$ cat src/rtl/ex_pkg.sv
// Shared definitions for the execute stage: ALU op codes, multiplier FSM states
// and the EX/MEM control payload.
package ex_pkg;

  localparam int unsigned XLEN      = 32;
  localparam int unsigned REG_AW    = 5;
  localparam int unsigned ALU_OP_W  = 4;
  localparam int unsigned MULT_ITER = 32;

  typedef enum logic [ALU_OP_W-1:0] {
    ALU_AND   = 4'b0000,
    ALU_OR    = 4'b0001,
    ALU_ADD   = 4'b0010,
    ALU_SUB   = 4'b0110,
    ALU_SLT   = 4'b0111,
    ALU_MULTU = 4'b1000,
    ALU_MFHI  = 4'b1001,
    ALU_MFLO  = 4'b1010,
    ALU_NOR   = 4'b1100
  } alu_op_e;

  typedef enum logic [1:0] {
    MULT_IDLE = 2'd0,
    MULT_BUSY = 2'd1,
    MULT_DONE = 2'd2
  } mult_state_e;

  // Control bits carried through EX/MEM
  typedef struct packed {
    logic mem_read;
    logic mem_write;
    logic branch;
    logic reg_write;
    logic mem_to_reg;
  } ex_ctrl_t;

endpackage

$ cat src/rtl/mult_unit.sv
// Iterative unsigned shift-add multiplier, one multiplier bit per BUSY cycle.
// The product is held until the next start so it can be committed on DONE exit.
module mult_unit import ex_pkg::*; #(
  parameter int unsigned MULT_ITER = ex_pkg::MULT_ITER
) (
  input  logic                clk,
  input  logic                rst,
  input  logic                start,
  input  logic                abort,
  input  logic [XLEN-1:0]     mcand,
  input  logic [XLEN-1:0]     mplier,
  output logic                idle_c,
  output logic                busy_c,
  output logic                done_c,
  output logic [2*XLEN-1:0]   product
);

  localparam int unsigned CNT_W = $clog2(MULT_ITER + 1);

  mult_state_e      state_q;
  mult_state_e      state_d;
  logic [CNT_W-1:0] cnt_q;
  logic [XLEN-1:0]  mcand_q;
  logic             last_step_c;
  logic [XLEN:0]    sum_c;

  assign last_step_c = (cnt_q == CNT_W'(MULT_ITER - 1));

  // Upper half plus multiplicand, keeping the carry for the right shift
  assign sum_c = {1'b0, product[2*XLEN-1:XLEN]} + (product[0] ? {1'b0, mcand_q} : '0);

  always_ff @(posedge clk or negedge rst) begin
    if (!rst) begin
      state_q <= MULT_IDLE;
    end else begin
      state_q <= state_d;
    end
  end

  always_comb begin
    state_d = state_q;
    idle_c  = 1'b0;
    busy_c  = 1'b0;
    done_c  = 1'b0;
    case (state_q)
      MULT_IDLE: begin
        idle_c = 1'b1;
        if (start) begin
          state_d = MULT_BUSY;
        end
      end
      MULT_BUSY: begin
        busy_c = 1'b1;
        if (abort) begin
          state_d = MULT_IDLE;
        end else if (last_step_c) begin
          state_d = MULT_DONE;
        end
      end
      MULT_DONE: begin
        done_c  = 1'b1;
        state_d = MULT_IDLE;
      end
      default: state_d = MULT_IDLE;
    endcase
  end

  // Lower half starts as the multiplier and is consumed LSB-first
  always_ff @(posedge clk or negedge rst) begin
    if (!rst) begin
      cnt_q   <= '0;
      mcand_q <= '0;
      product <= '0;
    end else if (idle_c && start) begin
      cnt_q   <= '0;
      mcand_q <= mcand;
      product <= {{XLEN{1'b0}}, mplier};
    end else if (busy_c && !abort) begin
      cnt_q   <= cnt_q + CNT_W'(1);
      product <= {sum_c, product[XLEN-1:1]};
    end
  end

endmodule

$ cat src/rtl/ex_stage.sv
// Execute stage: ALU, operand/destination muxes, HI/LO, EX/MEM register and the
// pipeline stall raised while MULTU iterates.
module ex_stage import ex_pkg::*; #(
  parameter int unsigned MULT_ITER = ex_pkg::MULT_ITER
) (
  input  logic                clk,
  input  logic                rst,
  input  logic                valid_in,
  input  logic [XLEN-1:0]     rs_data,
  input  logic [XLEN-1:0]     rt_data,
  input  logic [XLEN-1:0]     imm,
  input  logic [XLEN-1:0]     pc_plus4,
  input  logic [REG_AW-1:0]   rt_addr,
  input  logic [REG_AW-1:0]   rd_addr,
  input  logic [ALU_OP_W-1:0] aluCtrl,
  input  logic                ALUSrc,
  input  logic                RegDst,
  input  logic                memRead,
  input  logic                memWrite,
  input  logic                branch,
  input  logic                regWriteIn,
  input  logic                MemToRegIn,
  input  logic                flush,
  output logic                stall,
  output logic [XLEN-1:0]     ALUresult,
  output logic [XLEN-1:0]     Rt_data,
  output logic [XLEN-1:0]     branch_out,
  output logic                zero,
  output logic                memReadOut,
  output logic                memWriteOut,
  output logic                branchOut,
  output logic                regWriteOut,
  output logic                MemToRegOut,
  output logic [REG_AW-1:0]   Destination_out
);

  logic [XLEN-1:0]   opb_c;
  logic [XLEN-1:0]   alu_res_c;
  logic [XLEN-1:0]   hi_q;
  logic [XLEN-1:0]   lo_q;
  logic [2*XLEN-1:0] mult_product;
  logic              is_multu_c;
  logic              mult_start_c;
  logic              mult_idle_c;
  logic              mult_busy_c;
  logic              mult_done_c;
  logic              bubble_c;
  ex_ctrl_t          ctrl_in_c;
  ex_ctrl_t          ctrl_q;

  assign opb_c        = ALUSrc ? imm : rt_data;
  assign is_multu_c   = (aluCtrl == ALU_MULTU);
  assign mult_start_c = valid_in & is_multu_c & ~flush;

  // Stall covers the issue cycle and every BUSY cycle; forced low during reset
  assign stall = rst & ((mult_start_c & mult_idle_c) | mult_busy_c);

  // MULTU never writes the register file, so it always retires as a bubble
  assign bubble_c = ~valid_in | flush | stall | is_multu_c;

  assign ctrl_in_c = '{mem_read:   memRead,
                       mem_write:  memWrite,
                       branch:     branch,
                       reg_write:  regWriteIn,
                       mem_to_reg: MemToRegIn};

  mult_unit #(
    .MULT_ITER (MULT_ITER)
  ) u_mult (
    .clk     (clk),
    .rst     (rst),
    .start   (mult_start_c),
    .abort   (flush),
    .mcand   (rs_data),
    .mplier  (rt_data),
    .idle_c  (mult_idle_c),
    .busy_c  (mult_busy_c),
    .done_c  (mult_done_c),
    .product (mult_product)
  );

  always_comb begin
    alu_res_c = '0;
    case (aluCtrl)
      ALU_AND:  alu_res_c = rs_data & opb_c;
      ALU_OR:   alu_res_c = rs_data | opb_c;
      ALU_ADD:  alu_res_c = rs_data + opb_c;
      ALU_SUB:  alu_res_c = rs_data - opb_c;
      ALU_SLT:  alu_res_c = XLEN'($signed(rs_data) < $signed(opb_c));
      ALU_NOR:  alu_res_c = ~(rs_data | opb_c);
      ALU_MFHI: alu_res_c = hi_q;
      ALU_MFLO: alu_res_c = lo_q;
      default:  alu_res_c = '0;
    endcase
  end

  // HI/LO commit as the MULTU leaves EX, so a flush in DONE still discards it
  always_ff @(posedge clk or negedge rst) begin
    if (!rst) begin
      hi_q <= '0;
      lo_q <= '0;
    end else if (mult_done_c && !flush) begin
      hi_q <= mult_product[2*XLEN-1:XLEN];
      lo_q <= mult_product[XLEN-1:0];
    end
  end

  always_ff @(posedge clk or negedge rst) begin
    if (!rst) begin
      ALUresult       <= '0;
      zero            <= 1'b0;
      Rt_data         <= '0;
      branch_out      <= '0;
      Destination_out <= '0;
      ctrl_q          <= '0;
    end else begin
      ALUresult       <= alu_res_c;
      zero            <= (alu_res_c == '0);
      Rt_data         <= rt_data;
      branch_out      <= pc_plus4 + {imm[XLEN-3:0], 2'b00};
      Destination_out <= RegDst ? rd_addr : rt_addr;
      if (bubble_c) begin
        ctrl_q <= '0;
      end else begin
        ctrl_q <= ctrl_in_c;
      end
    end
  end

  assign memReadOut  = ctrl_q.mem_read;
  assign memWriteOut = ctrl_q.mem_write;
  assign branchOut   = ctrl_q.branch;
  assign regWriteOut = ctrl_q.reg_write;
  assign MemToRegOut = ctrl_q.mem_to_reg;

endmodule
$ cat config.mk
export PLATFORM = sky130hd
export DESIGN_NAME = ex_stage
export DESIGN_NICKNAME = d
export VERILOG_FILES = /design/src/rtl/ex_pkg.sv /design/src/rtl/mult_unit.sv /design/src/rtl/ex_stage.sv
export SDC_FILE = /design/constraint.sdc
export NUM_CORES = 1
export LEC_CHECK = 0
export BUFFER_PORTS_ARGS = -buffer_cell sky130_fd_sc_hd__buf_4
export CAP_MARGIN = 20
export CORE_ASPECT_RATIO = 1.25
export CORE_MARGIN = 4
export CORE_UTILIZATION = 55
export CTS_BUF_LIST = sky130_fd_sc_hd__clkbuf_4 sky130_fd_sc_hd__clkbuf_8 sky130_fd_sc_hd__clkbuf_16
export DETAILED_ROUTE_END_ITERATION = 12
export HOLD_SLACK_MARGIN = 0.02
export PLACE_DENSITY = 0.89
export SLEW_MARGIN = 20
export SYNTH_ARGS = -nofsm -noshare
export SYNTH_HDL_FRONTEND = slang
export SYNTH_SLANG_ARGS = --single-unit
$ cat constraint.sdc
create_clock -name clk -period 10.6 [get_ports clk]
set_input_delay 0.53 -clock clk [delete_from_list [all_inputs] [get_ports clk]]
set_output_delay 0.53 -clock clk [all_outputs]
set_load 0.02 [all_outputs]
==> run_results.csv <==
group,metric,value,unit
die,fp-row-count,75,
die,ios,261,
sta,maxSlewHeadroom,0.2413,
final_layout,stdcell_area,21960,sq um
clock_tree,cts_root_buf,"clkbuf_16",
logic_synthesis,syn_nets,2385,
logic_synthesis,ys_ff_latch,275,
final_layout,finish.net_count,2589,
sta,fin_crit,5.678,ns
job,drv_cap,0,
setup_path,crit_fanout,32,
route,ant_nets,0,
sta,max_freq,176.1,MHz
setup_path,end_kind,"register",
route,wl_per_cell,24.63,microns
sta,hold_violations,0,
sta,period_share,0.5357,
logic_synthesis,synth_top_cell_by_area,"dfrtp_1",
clock_tree,insertion_delay,0.59,ns
die,fp.dieW,172.7,microns
run_status,status,"finished, final reports clean",
clock_tree,cts.clk_slew.worst_paths,0.06,ns
setup_path,critPathRequiredTime,11.08,ns
sta,rsz0062_at_grt,"no",
logic_synthesis,ys.flop_type,"dfrtp_1",
grt,antenna_found_initial,0,
logic_synthesis,synth_area,18650,sq um
route,dr.pass1.iters,8,
grt,grt_pass1_vias,17550,
route,vias,17430,
clock_tree,cts-htree-levels,1,
final_layout,post-route-util,0.6555,
logic_synthesis,ys_warn_count,0,
clock_tree,tritoncts.num_buffers,29,
clock_tree,post_cts_buffers,0,
setup_path,worstSetupStartpointType,"input pin",
grt,grt_max_degree,112,
final_layout,num_antenna_cells,0,
die,core,33500,sq um
logic_synthesis,synth_top_area_frac,0.3691,
route,drc,0,
clock_tree,clockBufferDepth,3,
logic_synthesis,ys_types,85,
placed_design,gp_congestion,0.9952,
die,die_area,36930,sq um
setup_path,crit_arrival,6.16,ns
sta,clock_skew,0.02501,ns
final_layout,syn2layout_area_growth,17.78,%
logic_synthesis,async_flop_share,1.000,
die,initial_core_util,0.5566,
logic_synthesis,synth_area_per_cell,9.038,sq um
die,die_y,213.9,microns
placed_design,dp_hpwl,49630,microns
logic_synthesis,synth-edff-count,0,
power,p_leak,10.75,nW
power,peakVddDrop,0.0001459,V
hold_path,hold_path.class,"in -> reg",
final_layout,drive_above_1_share,0.1908,
logic_synthesis,synth.most_common_cell,"dfrtp_1",
sta,tns,0,ns
grt,grt_pass1_wl,101000,microns
setup_path,worstSetupPathType,"in -> reg",
sta,slew_viol_final,0,
logic_synthesis,synth-seq-area-share,0.3691,
final_layout,n_fill_cell,2708,
logic_synthesis,synthCells,2063,
route,viasPerCell,6.424,
power,power_density,159.6,nW/um^2
placed_design,portBuffers,260,
route,drt-total-wl,66820,microns
clock_tree,cts_tree,"yes",
clock_tree,cts.sinks,275,
route,first_iter_violations,1502,
placed_design,pre_cts_slack,4.332,ns
placed_design,dpl_cell_area,20910,sq um
sta,setup_slack,4.922,ns
grt,grt_use_total,0.3476,
grt,globalRouteOverflowTotal,0,
sta,worst_pin_slew,1.136,ns
logic_synthesis,netlist_top_cells_count,"dfrtp_1 (275), nand2_1 (215), ha_1 (165)",
logic_synthesis,synth_area_leaders,"dfrtp_1 (37%), ha_1 (11%), nand2_1 (4.3%)",
sta,setup_viol_count_final,0,
## cell usage in the layout, fill, tap and decap left out, drive strengths merged, types with 56 or more instances in the layout
cell type / n
a21o: 59
a21oi: 111
a31oi: 56
buf: 277
dfrtp: 275
ha: 165
inv: 125
mux2: 70
nand2: 215
nor2: 131
o21ai: 145
## stage by stage
stage	total power, mW	hold slack (ns)	instances
floorplan	1.993	0.2344	2063
global placement	2.379	0.4475	2658
detailed placement	2.413	0.4638	2658
CTS	3.497	0.05085	2713
global route	3.669	0.05871	2713
finish	3.505	0.06436	2713
## state kept, by name, indices dropped and copies added (netlist names), 2 cells and up
name,count
hi_q,32
u_mult.mcand_q,32
ALUresult,32
branch_out,32
lo_q,32
Rt_data,32
u_mult.product,64
u_mult.state_q,2
Destination_out,5
u_mult.cnt_q,6
## area by class of cell
type	count	area, sq um	share of cell area
multi-input combinational	1559	10960	0.4992
timing repair buffer	278	2101	0.09566
clock inverter	13	161.4	0.007350
clock buffer	41	859.6	0.03914
sequential	275	6882	0.3134
inverter	124	465.4	0.02119
tap	423	529.3	0.02410
## repair_timing
action,CTS,global route
gates resized for setup,0,0
endpoints found under the hold margin,58,0
hold buffers,1,0
## routing by layer
metal | vias up | routed length, microns | track usage
li1 | 7831 | - | -
met1 | 8462 | 24390 | 0.3891
met2 | 873 | 33130 | 0.6185
met3 | 261 | 3756 | 0.04497
met4 | 0 | 5547 | 0.2492
met5 | - | 0 | 0
## kinds of logic after synthesis
logic type	Yosys count	synth area share
adder cells (fa/ha/maj)	169	0.1150
flip-flops	275	0.3691
multiplexers	109	0.06321
XOR/XNOR	66	0.03100
AO/OA/AOI/OAI	584	0.2089
AND/OR/NAND/NOR	631	0.1654
buffers and inverters	229	0.04738
## critical path: stages
cell       delay [ns]
buf_4            0.55
mux2i_1          0.21
inv_1            0.13
ha_1             0.18
inv_1            0.08
fa_1             0.45
or2_0            0.24
a21oi_1          0.30
nor3_1           0.12
or4_4            0.50
or4_1            0.59
a2111oi_2        0.29
nand4bb_1        0.22
nor4b_1          0.60
or4b_1           0.47
or4_1            0.51
nor4_2           0.14
## path summary, 6_finish.rpt
kind	start	depth (start not counted)	slack [ns]	end
worst max register to register	u_mult.product[0]	14	6.24	u_mult.product[60]
worst min-delay path	pc_plus4[0]	1	0.06	branch_out[0]
worst max-delay path	ALUSrc	17	4.92	zero
worst min register to register	u_mult.cnt_q[5]	1	0.47	u_mult.state_q[1]
min in group asynchronous	rst	2	0.44	u_mult.mcand_q[5]
max in group asynchronous	rst	4	8.00	Rt_data[23]
## power by group
part | total [mW] | switching [mW] | internal [mW]
combinational | 1.09 | 0.656 | 0.430
clock | 1.08 | 0.439 | 0.640
sequential | 1.34 | 0.131 | 1.21
total | 3.51 | 1.23 | 2.28
Power figures use the tool's default switching activity.
